--- config.mk ---
export PLATFORM = sky130hd
export DESIGN_NAME = rtc_bus_sequencer
export DESIGN_NICKNAME = d
export VERILOG_FILES = /design/src/rtl/rtc_bus_pkg.sv /design/src/rtl/rtc_phase_timer.sv /design/src/rtl/rtc_bus_sequencer.sv
export SDC_FILE = /design/constraint.sdc
export NUM_CORES = 1
export LEC_CHECK = 0
export ABC_AREA = 1
export BUFFER_PORTS_ARGS = -buffer_cell sky130_fd_sc_hd__buf_2
export CELL_PAD_IN_SITES_DETAIL_PLACEMENT = 1
export CELL_PAD_IN_SITES_GLOBAL_PLACEMENT = 1
export CORE_MARGIN = 5
export CORE_UTILIZATION = 37
export CTS_BUF_LIST = sky130_fd_sc_hd__clkbuf_16
export DETAILED_ROUTE_END_ITERATION = 8
export GPL_ROUTABILITY_DRIVEN = 0
export PLACE_DENSITY = 0.84
export SLEW_MARGIN = 10
export SYNTH_ARGS = -nofsm -noshare
export SYNTH_HDL_FRONTEND = slang
export SYNTH_SLANG_ARGS = --single-unit
--- constraint.sdc ---
create_clock -name clk -period 2.17 [get_ports clk]
set_clock_uncertainty 0.15 [all_clocks]
set_input_delay 0.434 -clock clk [delete_from_list [all_inputs] [get_ports clk]]
set_output_delay 0.434 -clock clk [all_outputs]
set_load 0.03 [all_outputs]
--- src/rtl/rtc_bus_pkg.sv ---
// rtc_bus_pkg
//   Shared definitions for the RTC multiplexed-bus sequencer:
//   - seq_state_t : sequencer FSM states
//   - OWN_*       : bus owner codes reported on the owner port
//   - DEF_T_*     : default setup / pulse / hold cycle counts
//   - phase_len   : cycle count that the phase timer loads on entry to a state
package rtc_bus_pkg;

  typedef enum logic [2:0] {
    ST_IDLE,
    ST_A_SU,
    ST_A_PW,
    ST_A_HD,
    ST_D_SU,
    ST_D_PW,
    ST_D_HD,
    ST_DONE
  } seq_state_t;

  localparam logic [1:0] OWN_NONE = 2'd0;
  localparam logic [1:0] OWN_INIT = 2'd1;
  localparam logic [1:0] OWN_WR   = 2'd2;
  localparam logic [1:0] OWN_RD   = 2'd3;

  localparam int DEF_T_SU = 1;
  localparam int DEF_T_PW = 4;
  localparam int DEF_T_HD = 1;

  // Timed states return their length; IDLE and DONE are untimed and return 0.
  function automatic logic [3:0] phase_len(input seq_state_t st,
                                           input int su,
                                           input int pw,
                                           input int hd);
    logic [3:0] len;
    len = 4'd0;
    case (st)
      ST_A_SU, ST_D_SU: len = 4'(su);
      ST_A_PW, ST_D_PW: len = 4'(pw);
      ST_A_HD, ST_D_HD: len = 4'(hd);
      default:          len = 4'd0;
    endcase
    return len;
  endfunction

endpackage

--- src/rtl/rtc_phase_timer.sv ---
// rtc_phase_timer
//   Loadable 4-bit down-counter shared by every timed bus phase.
//   Ports:
//     clk      in   system clock
//     rst      in   asynchronous reset, active-low
//     load     in   load load_val on the next clock edge
//     load_val in 4 phase length in cycles (1..15)
//     tc       out  high during the last cycle of the loaded phase
module rtc_phase_timer (
  input  logic       clk,
  input  logic       rst,
  input  logic       load,
  input  logic [3:0] load_val,
  output logic       tc
);

  logic [3:0] count;

  // The count holds N in the first cycle of an N-cycle phase and reaches 1 in
  // its last cycle, so terminal count is "count == 1". It parks at 0 while
  // the sequencer sits in an untimed state.
  always_ff @(posedge clk or negedge rst) begin
    if (!rst) begin
      count <= 4'd0;
    end else if (load) begin
      count <= load_val;
    end else if (count != 4'd0) begin
      count <= count - 4'd1;
    end
  end

  assign tc = (count == 4'd1);

endmodule

--- src/rtl/rtc_bus_sequencer.sv ---
// rtc_bus_sequencer
//   Owns the RTC chip's multiplexed address/data bus. Arbitrates between the
//   init walker (absolute priority), the user-write path and the periodic read
//   path (round-robin between wr and rd), then runs one address phase and one
//   data phase per grant, each split into setup / strobe pulse / hold.
//   Ports:
//     clk, rst                        clock, asynchronous active-low reset
//     init_req/addr/data, init_ack    init requester (level req, 1-cycle ack)
//     wr_req/addr/data, wr_ack        user write requester
//     rd_req/addr, rd_data, rd_ack    read requester; rd_data valid with rd_ack
//     ad_out, ad_oe, ad_in            bus drive value, drive enable, bus sample
//     a_d                             0 address phase, 1 data phase
//     cs_n, rd_n, wr_n                chip strobes, active-low
//     busy, owner                     transaction status and current owner
module rtc_bus_sequencer
  import rtc_bus_pkg::*;
#(
  parameter int T_SU = DEF_T_SU,
  parameter int T_PW = DEF_T_PW,
  parameter int T_HD = DEF_T_HD
) (
  input  logic       clk,
  input  logic       rst,
  input  logic       init_req,
  input  logic [7:0] init_addr,
  input  logic [7:0] init_data,
  output logic       init_ack,
  input  logic       wr_req,
  input  logic [7:0] wr_addr,
  input  logic [7:0] wr_data,
  output logic       wr_ack,
  input  logic       rd_req,
  input  logic [7:0] rd_addr,
  output logic [7:0] rd_data,
  output logic       rd_ack,
  output logic [7:0] ad_out,
  output logic       ad_oe,
  input  logic [7:0] ad_in,
  output logic       a_d,
  output logic       cs_n,
  output logic       rd_n,
  output logic       wr_n,
  output logic       busy,
  output logic [1:0] owner
);

  seq_state_t state, next_state;

  logic [7:0] addr_q, data_q;
  logic       is_rd_q;
  logic       last_wr;

  logic [7:0] nxt_addr, nxt_data;
  logic       nxt_is_rd;
  logic [1:0] nxt_owner;

  logic       tmr_load, tmr_tc;
  logic [3:0] tmr_val;

  logic [7:0] n_ad_out;
  logic       n_ad_oe, n_a_d, n_cs_n, n_rd_n, n_wr_n;
  logic       n_init_ack, n_wr_ack, n_rd_ack, n_busy;

  rtc_phase_timer u_timer (
    .clk      (clk),
    .rst      (rst),
    .load     (tmr_load),
    .load_val (tmr_val),
    .tc       (tmr_tc)
  );

  // State register.
  always_ff @(posedge clk or negedge rst) begin
    if (!rst) begin
      state <= ST_IDLE;
    end else begin
      state <= next_state;
    end
  end

  // Next state plus the request latch values. Arbitration only happens in
  // IDLE; once granted, the requester inputs are not looked at again until
  // the FSM is back in IDLE. wr wins a wr/rd tie unless it was served last.
  always_comb begin
    next_state = state;
    nxt_addr   = addr_q;
    nxt_data   = data_q;
    nxt_is_rd  = is_rd_q;
    nxt_owner  = owner;
    case (state)
      ST_IDLE: begin
        if (init_req) begin
          nxt_owner  = OWN_INIT;
          nxt_addr   = init_addr;
          nxt_data   = init_data;
          nxt_is_rd  = 1'b0;
          next_state = ST_A_SU;
        end else if (wr_req && (!rd_req || !last_wr)) begin
          nxt_owner  = OWN_WR;
          nxt_addr   = wr_addr;
          nxt_data   = wr_data;
          nxt_is_rd  = 1'b0;
          next_state = ST_A_SU;
        end else if (rd_req) begin
          nxt_owner  = OWN_RD;
          nxt_addr   = rd_addr;
          nxt_data   = 8'h00;
          nxt_is_rd  = 1'b1;
          next_state = ST_A_SU;
        end
      end
      ST_A_SU: if (tmr_tc) next_state = ST_A_PW;
      ST_A_PW: if (tmr_tc) next_state = ST_A_HD;
      ST_A_HD: if (tmr_tc) next_state = ST_D_SU;
      ST_D_SU: if (tmr_tc) next_state = ST_D_PW;
      ST_D_PW: if (tmr_tc) next_state = ST_D_HD;
      ST_D_HD: if (tmr_tc) next_state = ST_DONE;
      ST_DONE: begin
        next_state = ST_IDLE;
        nxt_owner  = OWN_NONE;
      end
      default: next_state = ST_IDLE;
    endcase
  end

  // Reload the shared timer on every entry into a timed phase.
  always_comb begin
    tmr_val  = phase_len(next_state, T_SU, T_PW, T_HD);
    tmr_load = (next_state != state) && (tmr_val != 4'd0);
  end

  // Bus outputs are decoded from the state being entered and then registered,
  // so every pin changes only on a clock edge and lines up with its state.
  // Strobes are only ever asserted in PW states, which are bracketed by SU/HD
  // states, so a_d and ad_oe never change in a cycle with a strobe low.
  always_comb begin
    n_ad_out   = 8'h00;
    n_ad_oe    = 1'b0;
    n_a_d      = 1'b0;
    n_cs_n     = 1'b1;
    n_rd_n     = 1'b1;
    n_wr_n     = 1'b1;
    n_init_ack = 1'b0;
    n_wr_ack   = 1'b0;
    n_rd_ack   = 1'b0;
    n_busy     = (next_state != ST_IDLE);
    case (next_state)
      ST_A_SU, ST_A_HD: begin
        n_ad_oe  = 1'b1;
        n_ad_out = nxt_addr;
      end
      ST_A_PW: begin
        n_ad_oe  = 1'b1;
        n_ad_out = nxt_addr;
        n_cs_n   = 1'b0;
        n_wr_n   = 1'b0;
      end
      ST_D_SU, ST_D_HD: begin
        n_a_d = 1'b1;
        if (!nxt_is_rd) begin
          n_ad_oe  = 1'b1;
          n_ad_out = nxt_data;
        end
      end
      ST_D_PW: begin
        n_a_d  = 1'b1;
        n_cs_n = 1'b0;
        if (nxt_is_rd) begin
          n_rd_n = 1'b0;
        end else begin
          n_wr_n   = 1'b0;
          n_ad_oe  = 1'b1;
          n_ad_out = nxt_data;
        end
      end
      ST_DONE: begin
        n_init_ack = (nxt_owner == OWN_INIT);
        n_wr_ack   = (nxt_owner == OWN_WR);
        n_rd_ack   = (nxt_owner == OWN_RD);
      end
      default: ;
    endcase
  end

  // Output registers; reset forces the bus idle immediately, even mid-phase.
  always_ff @(posedge clk or negedge rst) begin
    if (!rst) begin
      ad_out   <= 8'h00;
      ad_oe    <= 1'b0;
      a_d      <= 1'b0;
      cs_n     <= 1'b1;
      rd_n     <= 1'b1;
      wr_n     <= 1'b1;
      init_ack <= 1'b0;
      wr_ack   <= 1'b0;
      rd_ack   <= 1'b0;
      busy     <= 1'b0;
    end else begin
      ad_out   <= n_ad_out;
      ad_oe    <= n_ad_oe;
      a_d      <= n_a_d;
      cs_n     <= n_cs_n;
      rd_n     <= n_rd_n;
      wr_n     <= n_wr_n;
      init_ack <= n_init_ack;
      wr_ack   <= n_wr_ack;
      rd_ack   <= n_rd_ack;
      busy     <= n_busy;
    end
  end

  // Request latches, round-robin memory and read capture. The fairness flag
  // only moves when a wr or rd transaction finishes, so init traffic and
  // aborted transactions leave it alone. Read data is sampled in the last
  // strobe cycle, when the chip has had the full pulse width to drive it.
  always_ff @(posedge clk or negedge rst) begin
    if (!rst) begin
      addr_q  <= 8'h00;
      data_q  <= 8'h00;
      is_rd_q <= 1'b0;
      owner   <= OWN_NONE;
      last_wr <= 1'b0;
      rd_data <= 8'h00;
    end else begin
      addr_q  <= nxt_addr;
      data_q  <= nxt_data;
      is_rd_q <= nxt_is_rd;
      owner   <= nxt_owner;
      if (state == ST_DONE) begin
        if (owner == OWN_WR) begin
          last_wr <= 1'b1;
        end else if (owner == OWN_RD) begin
          last_wr <= 1'b0;
        end
      end
      if (state == ST_D_PW && tmr_tc && is_rd_q) begin
        rd_data <= ad_in;
      end
    end
  end

endmodule
# Word level (Yosys, flattened, before mapping)
# Index checks and enable logic that the tools add are counted.
[totals] inputBits=53 out_inout_bits=27 wordCells=101 reg_bits=52
[classes] mux=43 n_reduce_logical=18 eq_ne=21 add_sub_neg=1
[op_table] cell="8-bit 2-to-1 mux" count=9
[op_table] cell="3-bit 2-to-1 mux" count=9
[op_table] cell="3-bit equality test, second input constant" count=8
[op_table] cell="3-bit case mux with 8 select lines" count=1
[op_table] cell="8-bit case mux with 2 select lines" count=1
[op_table] cell="1-bit 2-to-1 mux" count=14
[op_table] cell="3-bit by 2-bit equality test with 1-bit output, second input constant" count=4
[op_table] cell="2-bit equality test, second input constant" count=4
[op_table] cell="4-bit 2-to-1 mux" count=2
[op_table] cell="4-bit nonzero test" count=2
[op_table] cell="3-bit by 1-bit equality test with 1-bit output, second input constant" count=2
[op_table] cell="2-bit 2-to-1 mux" count=3
[op_table] cell="3-bit case mux with 2 select lines" count=1
[op_table] cell="3-bit OR reduction" count=2
[op_table] cell="4-bit by 1-bit equality test with 1-bit output, second input constant" count=1
[op_table] cell="1-bit logical AND" count=4
[op_table] cell="1-bit case mux with 2 select lines" count=2
[op_table] cell="2-bit case mux with 2 select lines" count=1
[op_table] cell="2-bit nonzero test" count=2
[op_table] cell="4-bit OR reduction" count=1
[op_table] cell="4-bit by 1-bit subtractor with 4-bit output, second input constant" count=1
[op_table] cell="3-bit logical NOT" count=1
[op_table] cell="3-bit != test" count=1
[op_table] cell="3-bit nonzero test" count=1
[op_table] cell="5 further kinds" count=6

# Longest topological paths before layout
# Gate-level depths: netlist of the first run.
[logic_depth] word_depth=12 mapped_depth=12 mapped_depth_nobuf=12

# Cells and area by module
# From an unflattened synthesis of the first run, not the netlist that was laid out.
[hier_totals] cells_unflattened=350 hier_area_um2=2726.4
[by_module_without_submodules] module="rtc_bus_sequencer" seq_area_each_um2=1204.9 area_each_um2=2434.8 cells_per_inst=313 instances=1
[by_module_without_submodules] module="rtc_phase_timer" seq_area_each_um2=100.1 area_each_um2=291.5 cells_per_inst=37 instances=1

# Least setup slack after synthesis of the first run
# No wires, ideal clock.
[synth_timing] path_kind="register -> register" from="register u_timer.count[1]" to="register rd_data[0]" t_arrival_ns=1.387 path_stages_with_launch=6 n_path_buf=0 setup_time_ns=0.125 period_less_slack_ns=1.662 t_required_ns=1.895 path_slack_ns=0.508 cell_sequence="dfrtp_1 -> inv_1 -> ha_1 -> nand3_2 -> nor2_2 -> mux2_2"
[synth_via] elab_chain_len=3
[synth_rtl] item="start: declaration" line_no="rtc_phase_timer.sv:17" text="logic [3:0] count;"
[synth_rtl] item="start signal: assignment" line_no="rtc_phase_timer.sv:26" text="count <= load_val;"
[synth_rtl] item="start signal: assignment" line_no="rtc_phase_timer.sv:28" text="count <= count - 4'd1;"
[synth_rtl] item="4-bit by 1-bit equality test with 1-bit output" line_no="rtc_phase_timer.sv:32" text="assign tc = (count == 4'd1);"
[synth_rtl] item="1-bit logical AND (2 in a row)" line_no="rtc_bus_sequencer.sv:236" text="if (state == ST_D_PW && tmr_tc && is_rd_q) begin"
[synth_rtl] item="end signal: assignment" line_no="rtc_bus_sequencer.sv:237" text="rd_data <= ad_in;"
[synth_rtl] item="end: declaration" line_no="rtc_bus_sequencer.sv:34" text="output logic [7:0] rd_data,"
# No other way between the ends.
# A chain may end at the register's enable or synchronous reset.

# Worst setup path in the final report of the first run
[layout_timing] from="register u_timer.count[1]" to="register ad_out[2]"
[layout_via] elab_chain_len=6 word_cells_on_any_way=17 classes_between="7 x eq/ne; 8 x mux; 2 x reduce/logical"
[layout_rtl] item="4-bit by 1-bit equality test with 1-bit output (*)" line_no="rtc_phase_timer.sv:32"
[layout_rtl] item="3-bit 2-to-1 mux, or another cell as far along" line_no="rtc_bus_sequencer.sv:117" text="ST_D_HD: if (tmr_tc) next_state = ST_DONE;"
[layout_rtl] item="3-bit case mux with 8 select lines (*)" line_no="rtc_bus_sequencer.sv:90" text="case (state)"
[layout_rtl] item="3-bit equality test, or another cell as far along" line_no="rtc_bus_sequencer.sv:147" text="case (next_state)"
[layout_rtl] item="3-bit OR reduction (no line)"
[layout_rtl] item="8-bit case mux with 2 select lines (*)" line_no="rtc_bus_sequencer.sv:147"
[layout_rtl] item="named net n_ad_out[2]" line_no="rtc_bus_sequencer.sv:60" text="logic [7:0] n_ad_out;"
[layout_rtl] item="end signal: assignment" line_no="rtc_bus_sequencer.sv:199" text="ad_out <= n_ad_out;"
[layout_rtl] item="end: declaration" line_no="rtc_bus_sequencer.sv:36" text="output logic [7:0] ad_out,"
# The timed path passes the listed nets; every way through them passes the cells marked *.

==> results of run 1 <==
routing by layer:
metal | up-vias | global-route usage [%]
met5 | - | 0
met3 | 7 | 3.37
met1 | 1176 | 24.0
met4 | 0 | 6.74
li1 | 1181 | -
met2 | 66 | 31.9
state kept, by name (all words and copies together) (netlist names):
register and flops:
data_q 8, rd_ack 1, ad_oe 1, owner 2
a_d 1, rd_n 1, ad_out 8, rd_data 8
busy 1, wr_n 1, init_ack 1, is_rd_q 1
u_timer.count 4, state 3, cs_n 1, last_wr 1
addr_q 8, wr_ack 1
cell usage after synthesis (3+ instances only):
cell type	number	area, um2
inv_2	11	41.3
mux2_2	8	90.1
o211ai_1	7	52.6
o21ai_2	3	26.3
o21ai_0	12	60.1
nand2_1	103	387
clkinv_1	3	11.3
o21ai_1	9	45.0
dfstp_2	3	78.8
a21oi_1	13	65.1
nand4_1	4	25.0
dfrtp_1	49	1230
nand3_1	16	80.1
ha_1	3	37.5
nand3_2	3	30.0
nor2_1	15	56.3
inv_1	20	75.1
nor2_2	3	18.8
o22ai_1	8	50.1
nand2_2	3	18.8
critical path: cells and delay by family (launching register included):
kind,cells,cell delay (ps)
and+or+nand+nor,7,820
DFF,1,400
buffers and inverters,2,280
adders and majority gates,1,210
metrics by stage:
step / std cells / hold WS, ps / power, W / setup WS (ps)
2_1_floorplan: 311 / -11.6 / 0.00352 / 508
5_1_grt: 493 / 59.2 / 0.00553 / 37.3
3_5_place_dp: 485 / 325 / 0.00427 / 232
4_1_cts: 493 / 10.1 / 0.00514 / 222
3_3_place_gp: 485 / 322 / 0.00417 / 281
6_report: 493 / -3.59 / 0.00510 / 235
area by class of cell:
cell class / instances / area, um2
Fill cell: 873 / 3550
Sequential cell: 52 / 1310
Multi-Input combinational cell: 218 / 1120
Timing Repair Buffer: 85 / 453
Inverter: 34 / 128
Clock buffer: 5 / 125
Tap cell: 96 / 120
Clock inverter: 3 / 27.5
report_power, final:
part / switching [W] / internal [W]
clock: 0.000392 / 0.000438
sequential: 0.000216 / 0.00141
combinational: 0.00183 / 0.000822
total: 0.00244 / 0.00267
worst paths after layout:
path	startpoint	slack, ps	end
max reg2reg	u_timer.count[1]	240	ad_out[2]
min	rst	-4	owner[0]
min in group clk	ad_in[2]	210	rd_data[2]
min reg2reg	owner[0]	330	last_wr
max in group asynchronous	rst	1290	data_q[0]
max	u_timer.count[1]	240	ad_out[2]
logic make-up (layout without fill, tap and decap cells):
| logic type | after synthesis | in the layout | synth area share [%] |
|---|---|---|---|
| adder cells (fa/ha/maj) | 3 | 3 | 1.44 |
| AND/OR/NAND/NOR | 151 | 151 | 25.1 |
| XOR/XNOR | 2 | 2 | 0.672 |
| buffers and inverters | 41 | 127 | 6.81 |
| flip-flops | 52 | 52 | 50.0 |
| multiplexers | 8 | 8 | 3.46 |
| AO/OA/AOI/OAI | 54 | 54 | 12.5 |
==> flow_summary.ini, run 1 <==
[run_status]
status = finished, violations left
violations = negative hold slack

[logic_synthesis]
synth_area_um2 = 2610
ys_seq_area_share_pct = 50.0
ys.flop_type = dfrtp_1
syn_area_per_cell_um2 = 8.38
syn_nets = 367
ys_warn_count = 0
async_flop_share_pct = 100
synth_cells = 311
netlist-cell-type-count = 31
synth-edff-count = 0
ys_ff_latch = 52

[sta]
setup_viol = 0
period_needed_ps = 1930
worst_pin_slew_ps = 619
hold_ws_ps = -3.59
fin_crit_sh_pct = 89.2
rsz0062_at_grt = false
hold_viol_final = 12
final_max_slew_viol_count = 0
fmax_mhz = 517
relSlewSlack_pct = 58.7
tns_ps = 0

[routing]
num_vias = 2430
routedWlPerCell_um = 15.9
first_iter_violations = 52
dr.pass1.iters = 4
totalWireLength_mm = 7.84
wl_met3_um = 393
drtAntennaViolNets = 0
dr_wl_met2_mm = 3.92
drt-met1-wl_mm = 3.39
vias_per_cell = 4.93
drc = 0
dr.max_layer_used = met4

[clock_network]
cts_tree = built
cts_buffer_depth = 2
cts_setup_buffers = 0
hold_buffers = 0
cts.sinks = 52
h-tree-depth = 2
cts_buffers = 5
cts_root_buf = clkbuf_16
path_clk_slew_ps = 70
post_cts_resized = 0
clk_latency_ps = 300

[layout]
layout_commonest_cell = nand2_1
n_antenna_cell = 0
layout_common_cells = nand2_1 (103), buf_2 (79), dfrtp_1 (49)
syn2layout_area_growth_pct = 25.9
drive_above_1_share_pct = 33.0
layout.nets = 452
finalCoreUtilization_pct = 48.1
design_area_um2 = 3280

[flow_run]
maxCapViolations = 0

[placed_design]
port_buffers = 79
dp_hpwl_mm = 5.93
placed_area_um2 = 3130

[worst_setup_path]
cp.required_ps = 2260
crit_path_cell_trace = inv_1 > ha_1 > nand2_1 > nand2_1 > nand3_2 > nand2_1 > nand2_1 > inv_2 > nand2_1 > nand2_1
cp_max_fo = 8
crit_type = flop to flop
crit_slowest_cell = dfrtp_1
cpMostUsedCell = nand2_1
endpoint_kind = flop
critPathMaxStageDelay_ps = 400
crit_path_start_kind = flop
arrival_ps = 2020
r2r_cells = 10

[global_route]
grt_pass1_wl_mm = 12.9
grt_max_degree = 29
grt.total_usage_pct = 18.8
grt_pass1_vias = 2593
grt_remaining_overflow = 0
antenna_found_initial = 0

[die]
die_h_um = 94.0
floorplan.initialDensity_pct = 38.2
rows = 30
fp.dieArea_um2 = 8830
boundaryPins = 80
die_w_um = 94.0
core_um2 = 6830

[hold_path]
holdCritPathClass = input port to asynchronous set/reset pin

[pwr]
power.density_nw_per_um2 = 1550
peakVddDrop_v = 0.000476
p_leak_nw = 1.75
Power figures use the tool's default switching activity.
==> inputs of run 2 (changes only) <==
- CTS_CLUSTER_DIAMETER: not set -> 80
- RECOVER_POWER: not set -> 50
==> flow_summary.ini, run 2 (synthesis gave the netlist of run 1 again) <==
[sta]
period_needed_ps = 1930
fmax_mhz = 519
setup_viol = 0
hold_viol_final = 0
relSlewSlack_pct = 1.44
rsz0062_at_grt = false
tns_ps = 0
fin_crit_sh_pct = 88.8
final_max_slew_viol_count = 0
layout_setup_ws_ps = 242
worst_pin_slew_ps = 1480

[routing]
dr.pass1.iters = 4
vias_per_cell = 4.96
drc = 0
routedWlPerCell_um = 15.8
totalWireLength_mm = 7.80
num_vias = 2444
drtAntennaViolNets = 0
first_iter_violations = 52

[layout]
finalCoreUtilization_pct = 47.8
layout_common_cells = nand2_1 (104), buf_2 (66), dfrtp_1 (49)
syn2layout_area_growth_pct = 25.2
fill_cells = 879
drive_above_1_share_pct = 29.5
n_antenna_cell = 0
layout.nets = 452
layout_commonest_cell = nand2_1

[placed_design]
pre_cts_ws_ps = 232
port_buffers = 79
dp_hpwl_mm = 5.93

[run_status]
status = complete, no violations

[die]
fp.dieArea_um2 = 8830
floorplan.initialDensity_pct = 38.2
rows = 30
die_w_um = 94.0
core_um2 = 6830
die_h_um = 94.0
boundaryPins = 80

[worst_setup_path]
arrival_ps = 2020
endpoint_kind = flop
crit_type = flop to flop
cp.required_ps = 2260
cp_max_fo = 8
crit_path_start_kind = flop

[flow_run]
maxCapViolations = 0

[clock_network]
cts_buffer_depth = 2
hold_buffers = 0
cts_root_buf = clkbuf_16
cts_buffers = 5
post_cts_resized = 0
cts.sinks = 52
path_clk_slew_ps = 70
clk_latency_ps = 300
h-tree-depth = 2
cts_tree = built
cts_setup_buffers = 0

[pwr]
power.density_nw_per_um2 = 1560
p_leak_nw = 1.70
p_total_w = 0.00508
peakVddDrop_v = 0.000472

[global_route]
grt_max_degree = 29
grt_pass1_vias = 2593
grt.total_usage_pct = 18.8
grt_pass1_wl_mm = 12.9
grt_remaining_overflow = 0
antenna_found_initial = 0

[hold_path]
holdCritPathClass = input port to flop
==> run 2: cell type report <==
type / instances / area [um2] / area share, %
multi-input cells: 218 / 1120 / 34.4
well taps: 96 / 120 / 3.68
clock inverters: 3 / 27.5 / 0.843
flip-flops and latches: 52 / 1310 / 40.0
inverters: 34 / 128 / 3.91
repair buffers: 85 / 437 / 13.4
clock buffers: 5 / 125 / 3.83
==> run 2: metrics by stage <==
| stage | hold slack, ps | instance area [um2] | instances |
|---|---|---|---|
| finish | 213 | 3260 | 493 |
| global route | 203 | 3260 | 493 |
| CTS | 10.1 | 3280 | 493 |
| detailed placement | 325 | 3130 | 485 |
| global placement | 322 | 3130 | 485 |
| floorplan | -11.6 | 2610 | 311 |
==> run 2: path summary, 6_finish.rpt <==
| path | end | startpoint | slack, ps | depth (start not counted) |
|---|---|---|---|---|
| setup / recovery | ad_out[0] | u_timer.count[1] | 240 | 9 |
| min in group asynchronous | owner[0] | rst | 330 | 1 |
| hold reg to reg | last_wr | owner[0] | 330 | 1 |
| max in group asynchronous | rd_data[5] | rst | 680 | 1 |
| setup reg to reg | ad_out[0] | u_timer.count[1] | 240 | 9 |
| hold / removal | rd_data[2] | ad_in[2] | 210 | 2 |
==> run 2: metal layers <==
layer  vias to the layer above  global-route usage [%]  wire length (um)
li1                       1182                       -                 -
met2                        71                    31.9              3920
met3                         7                    3.37               404
met5                         -                       0                 0
met4                         0                    6.74               131
met1                      1184                    24.0              3340
==> run 2: critical path, cell delays in order (launching register included) <==
cell and delay [ps]:
dfrtp_1 400, inv_1 110, ha_1 210, nand2_1 140, nand2_1 120, nand3_2 130
o21bai_4 240, nor2_4 190, nand2_1 100, nand2_1 70
==> run 2: report_power, final <==
part / total (W) / switching [W] / internal (W)
clock network: 0.000831 / 0.000392 / 0.000438
registers: 0.00163 / 0.000217 / 0.00141
logic: 0.00263 / 0.00183 / 0.000798
